## src/rtl/flash_pkg.sv

```systemverilog
// Shared flash definitions: opcodes, page geometry and reader state encoding.
// Also used by the flash programming sequence.
// No logic; constants, types and an address helper only.
package flash_pkg;

  localparam logic [7:0] FLASH_WREN = 8'h06;
  localparam logic [7:0] FLASH_RFSR = 8'h70;
  localparam logic [7:0] FLASH_BE   = 8'hC7;
  localparam logic [7:0] FLASH_PP   = 8'h02;
  localparam logic [7:0] FLASH_READ = 8'h03;

  localparam int          PAGE_BYTES = 256;
  localparam int          PAGE_WORDS = PAGE_BYTES / 4;
  localparam int          MAX_PAGES  = 65536;
  localparam logic [23:0] BASE_ADDR  = 24'h000000;

  typedef enum logic [2:0] {
    ST_IDLE,
    ST_ADDR1,
    ST_ADDR2,
    ST_ADDR3,
    ST_EXEC,
    ST_COLLECT,
    ST_PUSH,
    ST_DONE
  } state_t;

  // Flash byte address of a page; the 24-bit sum wraps naturally.
  function automatic logic [23:0] page_addr(input logic [23:0] base, input logic [16:0] page);
    return base + {page[15:0], 8'h00};
  endfunction

endpackage

```

## src/rtl/flash_reader_if.sv

```systemverilog
// Command / read-buffer port between a flash client and flash_interface.
// master: client side (issues commands, pops read buffer); slave: flash_interface side.
// Write-buffer and read-buffer pushes/pops are 1-cycle pulses gated by full/empty.
interface flash_reader_if;
  logic [7:0] flash_instruction;
  logic       flash_execute;
  logic [8:0] flash_bytes_to_read;
  logic       flash_busy;
  logic [7:0] flash_write_buffer_data;
  logic       flash_write_buffer_write;
  logic       flash_write_buffer_full;
  logic [7:0] flash_read_buffer_q;
  logic       flash_read_buffer_empty;
  logic       flash_read_buffer_read;

  modport master (
    output flash_instruction, flash_execute, flash_bytes_to_read,
    output flash_write_buffer_data, flash_write_buffer_write, flash_read_buffer_read,
    input  flash_busy, flash_write_buffer_full, flash_read_buffer_q, flash_read_buffer_empty
  );

  modport slave (
    input  flash_instruction, flash_execute, flash_bytes_to_read,
    input  flash_write_buffer_data, flash_write_buffer_write, flash_read_buffer_read,
    output flash_busy, flash_write_buffer_full, flash_read_buffer_q, flash_read_buffer_empty
  );
endinterface

```

## src/rtl/flash_reader.sv

```systemverilog
// Reads num_pages flash pages (one FLASH_READ each) and streams big-endian 32-bit words.
// Ports: clk/reset, start/num_pages/busy/done control, flash (master modport), out_data/out_write/out_full.
// Latency start->first address push 2 cycles; holds a word indefinitely while out_full.
module flash_reader
  import flash_pkg::*;
(
  input  logic               clk,
  input  logic               reset,
  input  logic               start,
  input  logic [16:0]        num_pages,
  output logic               busy,
  output logic               done,
  flash_reader_if.master     flash,
  output logic [31:0]        out_data,
  output logic               out_write,
  input  logic               out_full
);

  state_t      state, state_n;
  logic [16:0] pages, pages_n;
  logic [16:0] page, page_n;
  logic [8:0]  byte_cnt, byte_cnt_n;
  logic [31:0] word, word_n;
  logic [23:0] addr;

  // All outputs are registered; *_n are their next values.
  logic        busy_n, done_n, exec, exec_n, wb_write, wb_write_n, rb_read, rb_read_n, out_write_n;
  logic [7:0]  instr, instr_n, wb_data, wb_data_n;
  logic [8:0]  btr, btr_n;
  logic [31:0] out_data_n;

  assign addr = page_addr(BASE_ADDR, page);

  always_comb begin
    state_n     = state;
    pages_n     = pages;
    page_n      = page;
    byte_cnt_n  = byte_cnt;
    word_n      = word;
    busy_n      = busy;
    done_n      = 1'b0;
    exec_n      = 1'b0;
    wb_write_n  = 1'b0;
    rb_read_n   = 1'b0;
    out_write_n = 1'b0;
    instr_n     = instr;
    btr_n       = btr;
    wb_data_n   = wb_data;
    out_data_n  = out_data;

    case (state)
      ST_IDLE: begin
        if (start) begin
          pages_n = (num_pages > 17'(MAX_PAGES)) ? 17'(MAX_PAGES) : num_pages;
          page_n  = '0;
          busy_n  = 1'b1;
          state_n = (num_pages == '0) ? ST_DONE : ST_ADDR1;
        end
      end
      ST_ADDR1: begin
        if (!flash.flash_busy && !flash.flash_write_buffer_full) begin
          wb_data_n  = addr[23:16];
          wb_write_n = 1'b1;
          state_n    = ST_ADDR2;
        end
      end
      ST_ADDR2: begin
        if (!flash.flash_busy && !flash.flash_write_buffer_full) begin
          wb_data_n  = addr[15:8];
          wb_write_n = 1'b1;
          state_n    = ST_ADDR3;
        end
      end
      ST_ADDR3: begin
        if (!flash.flash_busy && !flash.flash_write_buffer_full) begin
          wb_data_n  = addr[7:0];
          wb_write_n = 1'b1;
          state_n    = ST_EXEC;
        end
      end
      ST_EXEC: begin
        if (!flash.flash_busy) begin
          exec_n     = 1'b1;
          instr_n    = FLASH_READ;
          btr_n      = 9'(PAGE_BYTES);
          byte_cnt_n = '0;
          state_n    = ST_COLLECT;
        end
      end
      ST_COLLECT: begin
        // rb_read high means a pop is in flight this cycle and the empty flag /
        // show-ahead byte have not caught up yet, so skip a cycle.
        if (!flash.flash_read_buffer_empty && !rb_read) begin
          rb_read_n  = 1'b1;
          word_n     = {word[23:0], flash.flash_read_buffer_q};
          byte_cnt_n = byte_cnt + 9'd1;
          if (byte_cnt[1:0] == 2'd3) state_n = ST_PUSH;
        end
      end
      ST_PUSH: begin
        if (!out_full) begin
          out_write_n = 1'b1;
          out_data_n  = word;
          if (byte_cnt == 9'(PAGE_BYTES)) begin
            page_n  = page + 17'd1;
            state_n = (page + 17'd1 == pages) ? ST_DONE : ST_ADDR1;
          end else begin
            state_n = ST_COLLECT;
          end
        end
      end
      ST_DONE: begin
        done_n  = 1'b1;
        busy_n  = 1'b0;
        state_n = ST_IDLE;
      end
      default: state_n = ST_IDLE;
    endcase
  end

  always_ff @(posedge clk) begin
    if (reset) begin
      state     <= ST_IDLE;
      pages     <= '0;
      page      <= '0;
      byte_cnt  <= '0;
      word      <= '0;
      busy      <= 1'b0;
      done      <= 1'b0;
      exec      <= 1'b0;
      wb_write  <= 1'b0;
      rb_read   <= 1'b0;
      out_write <= 1'b0;
      instr     <= '0;
      btr       <= '0;
      wb_data   <= '0;
      out_data  <= '0;
    end else begin
      state     <= state_n;
      pages     <= pages_n;
      page      <= page_n;
      byte_cnt  <= byte_cnt_n;
      word      <= word_n;
      busy      <= busy_n;
      done      <= done_n;
      exec      <= exec_n;
      wb_write  <= wb_write_n;
      rb_read   <= rb_read_n;
      out_write <= out_write_n;
      instr     <= instr_n;
      btr       <= btr_n;
      wb_data   <= wb_data_n;
      out_data  <= out_data_n;
    end
  end

  assign flash.flash_instruction        = instr;
  assign flash.flash_execute            = exec;
  assign flash.flash_bytes_to_read      = btr;
  assign flash.flash_write_buffer_data  = wb_data;
  assign flash.flash_write_buffer_write = wb_write;
  assign flash.flash_read_buffer_read   = rb_read;

endmodule

```

## src/flat_wrapper.sv

```systemverilog
// flat-port wrapper written by rule: the top's interface ports become plain ports
module flash_reader_flat import flash_pkg::*;
  (clk, reset, start, num_pages, busy, done, out_data, out_write, out_full, flash_flash_instruction, flash_flash_execute, flash_flash_bytes_to_read, flash_flash_write_buffer_data, flash_flash_write_buffer_write, flash_flash_read_buffer_read, flash_flash_busy, flash_flash_write_buffer_full, flash_flash_read_buffer_q, flash_flash_read_buffer_empty);
  flash_reader_if flash_i ();
  input  logic clk;
  input  logic reset;
  input  logic start;
  input  logic [16:0] num_pages;
  output logic busy;
  output logic done;
  output logic [31:0] out_data;
  output logic out_write;
  input  logic out_full;
  output wire logic [$bits(flash_i.flash_instruction)-1:0] flash_flash_instruction;
  output wire logic [$bits(flash_i.flash_execute)-1:0] flash_flash_execute;
  output wire logic [$bits(flash_i.flash_bytes_to_read)-1:0] flash_flash_bytes_to_read;
  output wire logic [$bits(flash_i.flash_write_buffer_data)-1:0] flash_flash_write_buffer_data;
  output wire logic [$bits(flash_i.flash_write_buffer_write)-1:0] flash_flash_write_buffer_write;
  output wire logic [$bits(flash_i.flash_read_buffer_read)-1:0] flash_flash_read_buffer_read;
  input wire logic [$bits(flash_i.flash_busy)-1:0] flash_flash_busy;
  input wire logic [$bits(flash_i.flash_write_buffer_full)-1:0] flash_flash_write_buffer_full;
  input wire logic [$bits(flash_i.flash_read_buffer_q)-1:0] flash_flash_read_buffer_q;
  input wire logic [$bits(flash_i.flash_read_buffer_empty)-1:0] flash_flash_read_buffer_empty;
  assign flash_flash_instruction = flash_i.flash_instruction;
  assign flash_flash_execute = flash_i.flash_execute;
  assign flash_flash_bytes_to_read = flash_i.flash_bytes_to_read;
  assign flash_flash_write_buffer_data = flash_i.flash_write_buffer_data;
  assign flash_flash_write_buffer_write = flash_i.flash_write_buffer_write;
  assign flash_flash_read_buffer_read = flash_i.flash_read_buffer_read;
  assign flash_i.flash_busy = flash_flash_busy;
  assign flash_i.flash_write_buffer_full = flash_flash_write_buffer_full;
  assign flash_i.flash_read_buffer_q = flash_flash_read_buffer_q;
  assign flash_i.flash_read_buffer_empty = flash_flash_read_buffer_empty;
  flash_reader u_core (.clk(clk), .reset(reset), .start(start), .num_pages(num_pages), .busy(busy), .done(done), .flash(flash_i), .out_data(out_data), .out_write(out_write), .out_full(out_full));
endmodule
```

## config.mk

```make
export PLATFORM = sky130hd
export DESIGN_NAME = flash_reader_flat
export DESIGN_NICKNAME = d
export VERILOG_FILES = /design/src/rtl/flash_pkg.sv /design/src/rtl/flash_reader_if.sv /design/src/rtl/flash_reader.sv /design/src/flat_wrapper.sv
export SDC_FILE = /design/constraint.sdc
export NUM_CORES = 1
export LEC_CHECK = 0
export CAP_MARGIN = 20
export CORE_MARGIN = 2
export CORE_UTILIZATION = 55
export DETAILED_ROUTE_END_ITERATION = 8
export PLACE_DENSITY = 0.92
export SYNTH_ARGS = -nofsm -noshare
export SYNTH_HDL_FRONTEND = slang
export SYNTH_SLANG_ARGS = --single-unit
```

## constraint.sdc

```tcl
create_clock -name clk -period 6.25 [get_ports clk]
set_input_delay 0.625 -clock clk [delete_from_list [all_inputs] [get_ports clk]]
set_output_delay 0.625 -clock clk [all_outputs]
set_load 0.02 [all_outputs]
```

# Yosys cells after proc, flatten, opt, wreduce, memory -nomap -nowiden
# Cells that the tools add are included.
[totals]
register_bits = 126
inputBits = 32
out_inout_bits = 63
word_cells = 100
[classes]
n_addsub = 2
magnitude_cmp = 1
n_eq_ne = 19
muxes = 31
n_bitwise = 6
n_reduce_logical = 26
[op_table]
columns = ["operator", "count"]
rows = [
  ["2-to-1 mux 17 bit", 4],
  ["case mux 17 bit (2 select lines)", 1],
  ["2-to-1 mux 3 bit", 11],
  ["2-to-1 mux 8 bit", 3],
  ["case mux 3 bit (8 select lines)", 1],
  ["case mux 8 bit (3 select lines)", 1],
  ["2-to-1 mux 9 bit", 2],
  ["case mux 9 bit (2 select lines)", 1],
  ["adder 17 x 1 -> 17 bit, second input constant", 1],
  ["equality test 17 bit", 1],
  ["greater-than comparator 17 bit, second input constant", 1],
  ["logical NOT 17 bit", 1],
  ["equality test 3 bit, second input constant", 4],
  ["inequality test 2 x 1 -> 1 bit, second input constant", 6],
  ["AND reduction 2 bit", 5],
  ["adder 9 x 1 -> 9 bit, second input constant", 1],
  ["equality test 9 bit, second input constant", 1],
  ["AND reduction 4 bit", 2],
  ["AND reduction 8 bit", 1],
  ["OR reduction 2 bit", 4],
  ["equality test 3 x 2 -> 1 bit, second input constant", 2],
  ["2-to-1 mux 1 bit", 6],
  ["inequality test 2 bit, second input constant", 3],
  ["NOT 1 bit", 6],
  ["10 further kinds", 16],
]

# Logic depth before layout (Yosys ltp)
[depth]
word_depth = 6
mapped_depth = 8

# Least setup slack after synthesis
# Ideal clock, no wire load.
[synth_timing]
path_kind = "register to register"
from = "register u_core.page[7]"
to = "register u_core.state[1]"
setup_time_ns = 0.060
arrival_time_ns = 1.967
slack_ns = 4.223
path_stages_with_launch = 8
period_less_slack_ns = 2.027
path_cell_list = "dfxtp_1 > clkbuf_1 > nand4_1 > or3_1 > xor2_1 > o2111ai_1 > a2111oi_2 > a41o_1"
[synth_via]
elab_chain_cells = 6
[synth_lines]
columns = ["element", "line", "text"]
rows = [
  ["from (decl)", "flash_reader.sv:21", "logic [16:0] page, page_n;"],
  ["from (signal assigned)", "flash_reader.sv:141", "page <= page_n;"],
  ["adder 17 x 1 -> 17 bit", "flash_reader.sv:106", "state_n = (page + 17'd1 == pages) ? ST_DONE : ST_ADDR1;"],
  ["equality test 17 bit", "flash_reader.sv:106", ""],
  ["2-to-1 mux 3 bit", "flash_reader.sv:106", ""],
  ["2-to-1 mux 3 bit", "flash_reader.sv:104", "if (byte_cnt == 9'(PAGE_BYTES)) begin"],
  ["2-to-1 mux 3 bit", "flash_reader.sv:101", "if (!out_full) begin"],
  ["case mux 3 bit (8 select lines)", "flash_reader.sv:51", "case (state)"],
  ["to (signal assigned)", "flash_reader.sv:139", "state <= state_n;"],
  ["to (decl)", "flash_reader.sv:19", "state_t state, state_n;"],
]
# Every way passes these cells. The select of a mux whose other input is x is not followed.
# A chain may end at the register's enable or synchronous reset.

# Worst setup path after layout
[layout_timing]
from = "register u_core.state[0]"
to = "register u_core.pages[9]"
[layout_via]
elab_chain_cells = 2
[layout_lines]
columns = ["element", "line", "text"]
rows = [
  ["logical NOT 3 bit", "flash_reader.sv:51", ""],
  ["AND reduction 2 bit (no line)", "--", ""],
  ["to (signal assigned)", "flash_reader.sv:140", "pages <= pages_n;"],
  ["to (decl)", "flash_reader.sv:20", "logic [16:0] pages, pages_n;"],
]
# Every way passes these cells.

==> metrics <==
GRT Util Overall 26.6%; Netlist Area Pre-Place 5530 sq um; mux contribution to synthesized area 0.543%; Worst Setup SP u_core.state[0]; Worst-Margin Slew 1.05 ns; Synth Area in Simple Gates 24.7%; Post-CTS Hold Buffers 0; Max VDD drop 0.000223 V; flop2flop setup slack 3.27 ns; clk buf depth 2; drt total wl 14,800 um; Worst Setup Path Type flip-flop to flip-flop; Crit Reg-Reg Startpoint u_core.state[0]; Period minus WS final 2.98 ns; worst reg2reg path depth 5; Post-Syn Instances 703; register area share after synthesis 45.2%; Synth Area in Adders 0.679%; Max Fclk 336 MHz; share of layout cells above drive strength 1 6.36%; EDFF count, synth 0; Slew Viols, Final 0; Reg-to-Reg End u_core.pages[9]; row cnt 36; hold path start u_core.out_data[24]; CORE AREA 9770 sq um; pin count of the biggest net entering global routing 121; Setup crit end u_core.pages[9]; PnR Total Power 2160 uW; Worst Hold Class flip-flop to flip-flop; xor/xnor cell area share of the yosys netlist 4.91%; nets 793; CTS Buf Count 17; Worst Path Required 6.71 ns; number of DRC markers in iteration 0 689; CTS resizes 0; ANT cells 0; die area 10,900 sq um; clock root buffer clkbuf_8; Compound-Gate Fraction of Synth Area 17.8%; ys flop type dfxtp_1; Worst-Skew Late Latency 0.54 ns; Leak Pwr 0.00234 uW; crit path setup slack, layout 3.27 ns; CTS tree built; via count 5,329; maxcap violations 0; clock slew at reported path FFs 0.06 ns; most common cell after layout, fill and taps aside nand2_1; DR WL/cell 16.3 um; Initial Util 56.6%; crit end category flip-flop; critical path peak fanout 24; Worst EP arrival 3.44 ns; DR pass1 iterations 8; worst slack, placed 3.20 ns; port bufs 80; syn avg cell area 7.87 sq um; Slew headroom 29.8%; RePlAce Congestion 0.919; initial antenna violation count 0; Setup TNS Final 0 ns; Layout area overhead 25.9%; Worst Skew 0.0106 ns; global route overflow 0; Residual DRC 0; outcome completed; post-synthesis cell type count 55; # Post-CTS Setup Buffers 0; RSZ-0062 raised after global routing no; Cell Pwr Density 310 nW/um^2; Die W 104 um; HPWL Detailed 9440 um; #FFs+latches synth 125; die span in y 104 um; first-pass GRT wire length 23,600 um; CTS HTree Levels 4; yosys synthesis warning count 0; ys async rst share 0%; Final setup viols 0; IO Count 95; Period Utilization, post-route 47.7%; most frequent cells in the layout nand2_1 (153), dfxtp_1 (125), a21oi_1 (103); Final ANT Viol Nets 0; vias per cell 5.89; CTS sink cnt 125; largest family of logic cells by synthesized area simple AND/OR/NAND/NOR gates; Hold Fails Final Rpt 0; CP startpoint kind flip-flop; number of global-route vias before repair 4,851
[state kept, by name, indices dropped and copies added (netlist names), 3 cells and up]
name,count
u_core.out_data,32
u_core.word,32
u_core.page,17
u_core.pages,17
u_core.byte_cnt,9
u_core.flash.flash_write_buffer_data,8
u_core.state,3
[cell type report]
cell class,count,area [sq um]
Clock buffer,17,414
Clock inverter,15,183
Fill cell,731,2810
Inverter,8,30.0
Multi-Input combinational cell,520,2760
Sequential cell,125,2500
Tap cell,133,166
Timing Repair Buffer,86,911
[where the power goes]
part           switching (uW)  internal (uW)
registers                45.7            826
logic                     180            108
clock network             383            613
[cell families after synthesis]
family,after synthesis
XOR/XNOR,31
multiplexers,3
AO/OA/AOI/OAI,167
adder cells (fa/ha/maj),3
buffers and inverters,71
AND/OR/NAND/NOR,302
other,1
flip-flops,125
[worst max-delay path, stage by stage (launching register included)]
cell and delay [ns]:
dfxtp_1 0.57, nor2_1 0.32, nand3_1 0.57, a21oi_1 1.05, a22oi_1 0.20, nor2_1 0.17
[through the flow]
stage	area, sq um	cells	hold WS (ns)	util (%)
CTS	6880	901	0.454	70.4
detailed placement	6280	869	0.446	64.3
global route	6960	904	0.461	71.2
global placement	6270	868	0.440	64.1
finish	6960	904	0.454	71.2
floorplan	5580	716	0.432	-
[per-layer routing]
layer  global-route usage (%)  part of all wire (%)
met4                     10.9                   3.4
met5                        0                     0
met1                     32.7                    39
met2                     44.2                    49
met3                     7.08                   8.0
[Yosys cell counts (2+ instances only)]
cell type,number,area [sq um]
nand3b_1,4,30.0
nor2_1,71,267
mux2i_1,3,30.0
buf_1,4,15.0
and2_1,3,18.8
or3_1,12,75.1
or2_1,2,12.5
o211ai_1,2,15.0
clkbuf_1,40,150
a41o_1,2,20.0
buf_2,3,15.0
a22oi_1,15,113
ha_1,3,37.5
nor3_1,7,35.0
or2_2,2,12.5
nor3b_1,10,75.1
inv_1,8,30.0
a31oi_1,2,12.5
xor2_1,14,123
a311oi_1,5,43.8
a21oi_1,103,515
o21ai_0,5,25.0
buf_4,16,120
nand2b_1,3,18.8
o21ai_1,10,50.1
nand2_1,153,574
or4_1,3,22.5
xnor2_1,17,149
a211oi_1,9,67.6
nor4_1,6,37.5
o2111ai_1,2,17.5
dfxtp_1,125,2500
nand4_1,6,37.5
nor2b_1,3,18.8
nor4_2,3,37.5
nand3_1,8,40.0
[worst min-delay path by stage]
stage	end	slack (ns)	depth (start not counted)
6_report	u_core.out_data[24]	0.45	2
3_5_place_dp	u_core.out_data[27]	0.45	2
3_3_place_gp	u_core.out_data[28]	0.44	2
4_1_cts	u_core.out_data[27]	0.45	2
5_1_grt	u_core.pages[14]	0.46	2
2_1_floorplan	u_core.out_data[24]	0.43	2
Note: power is estimated with default switching activity, not from simulation.
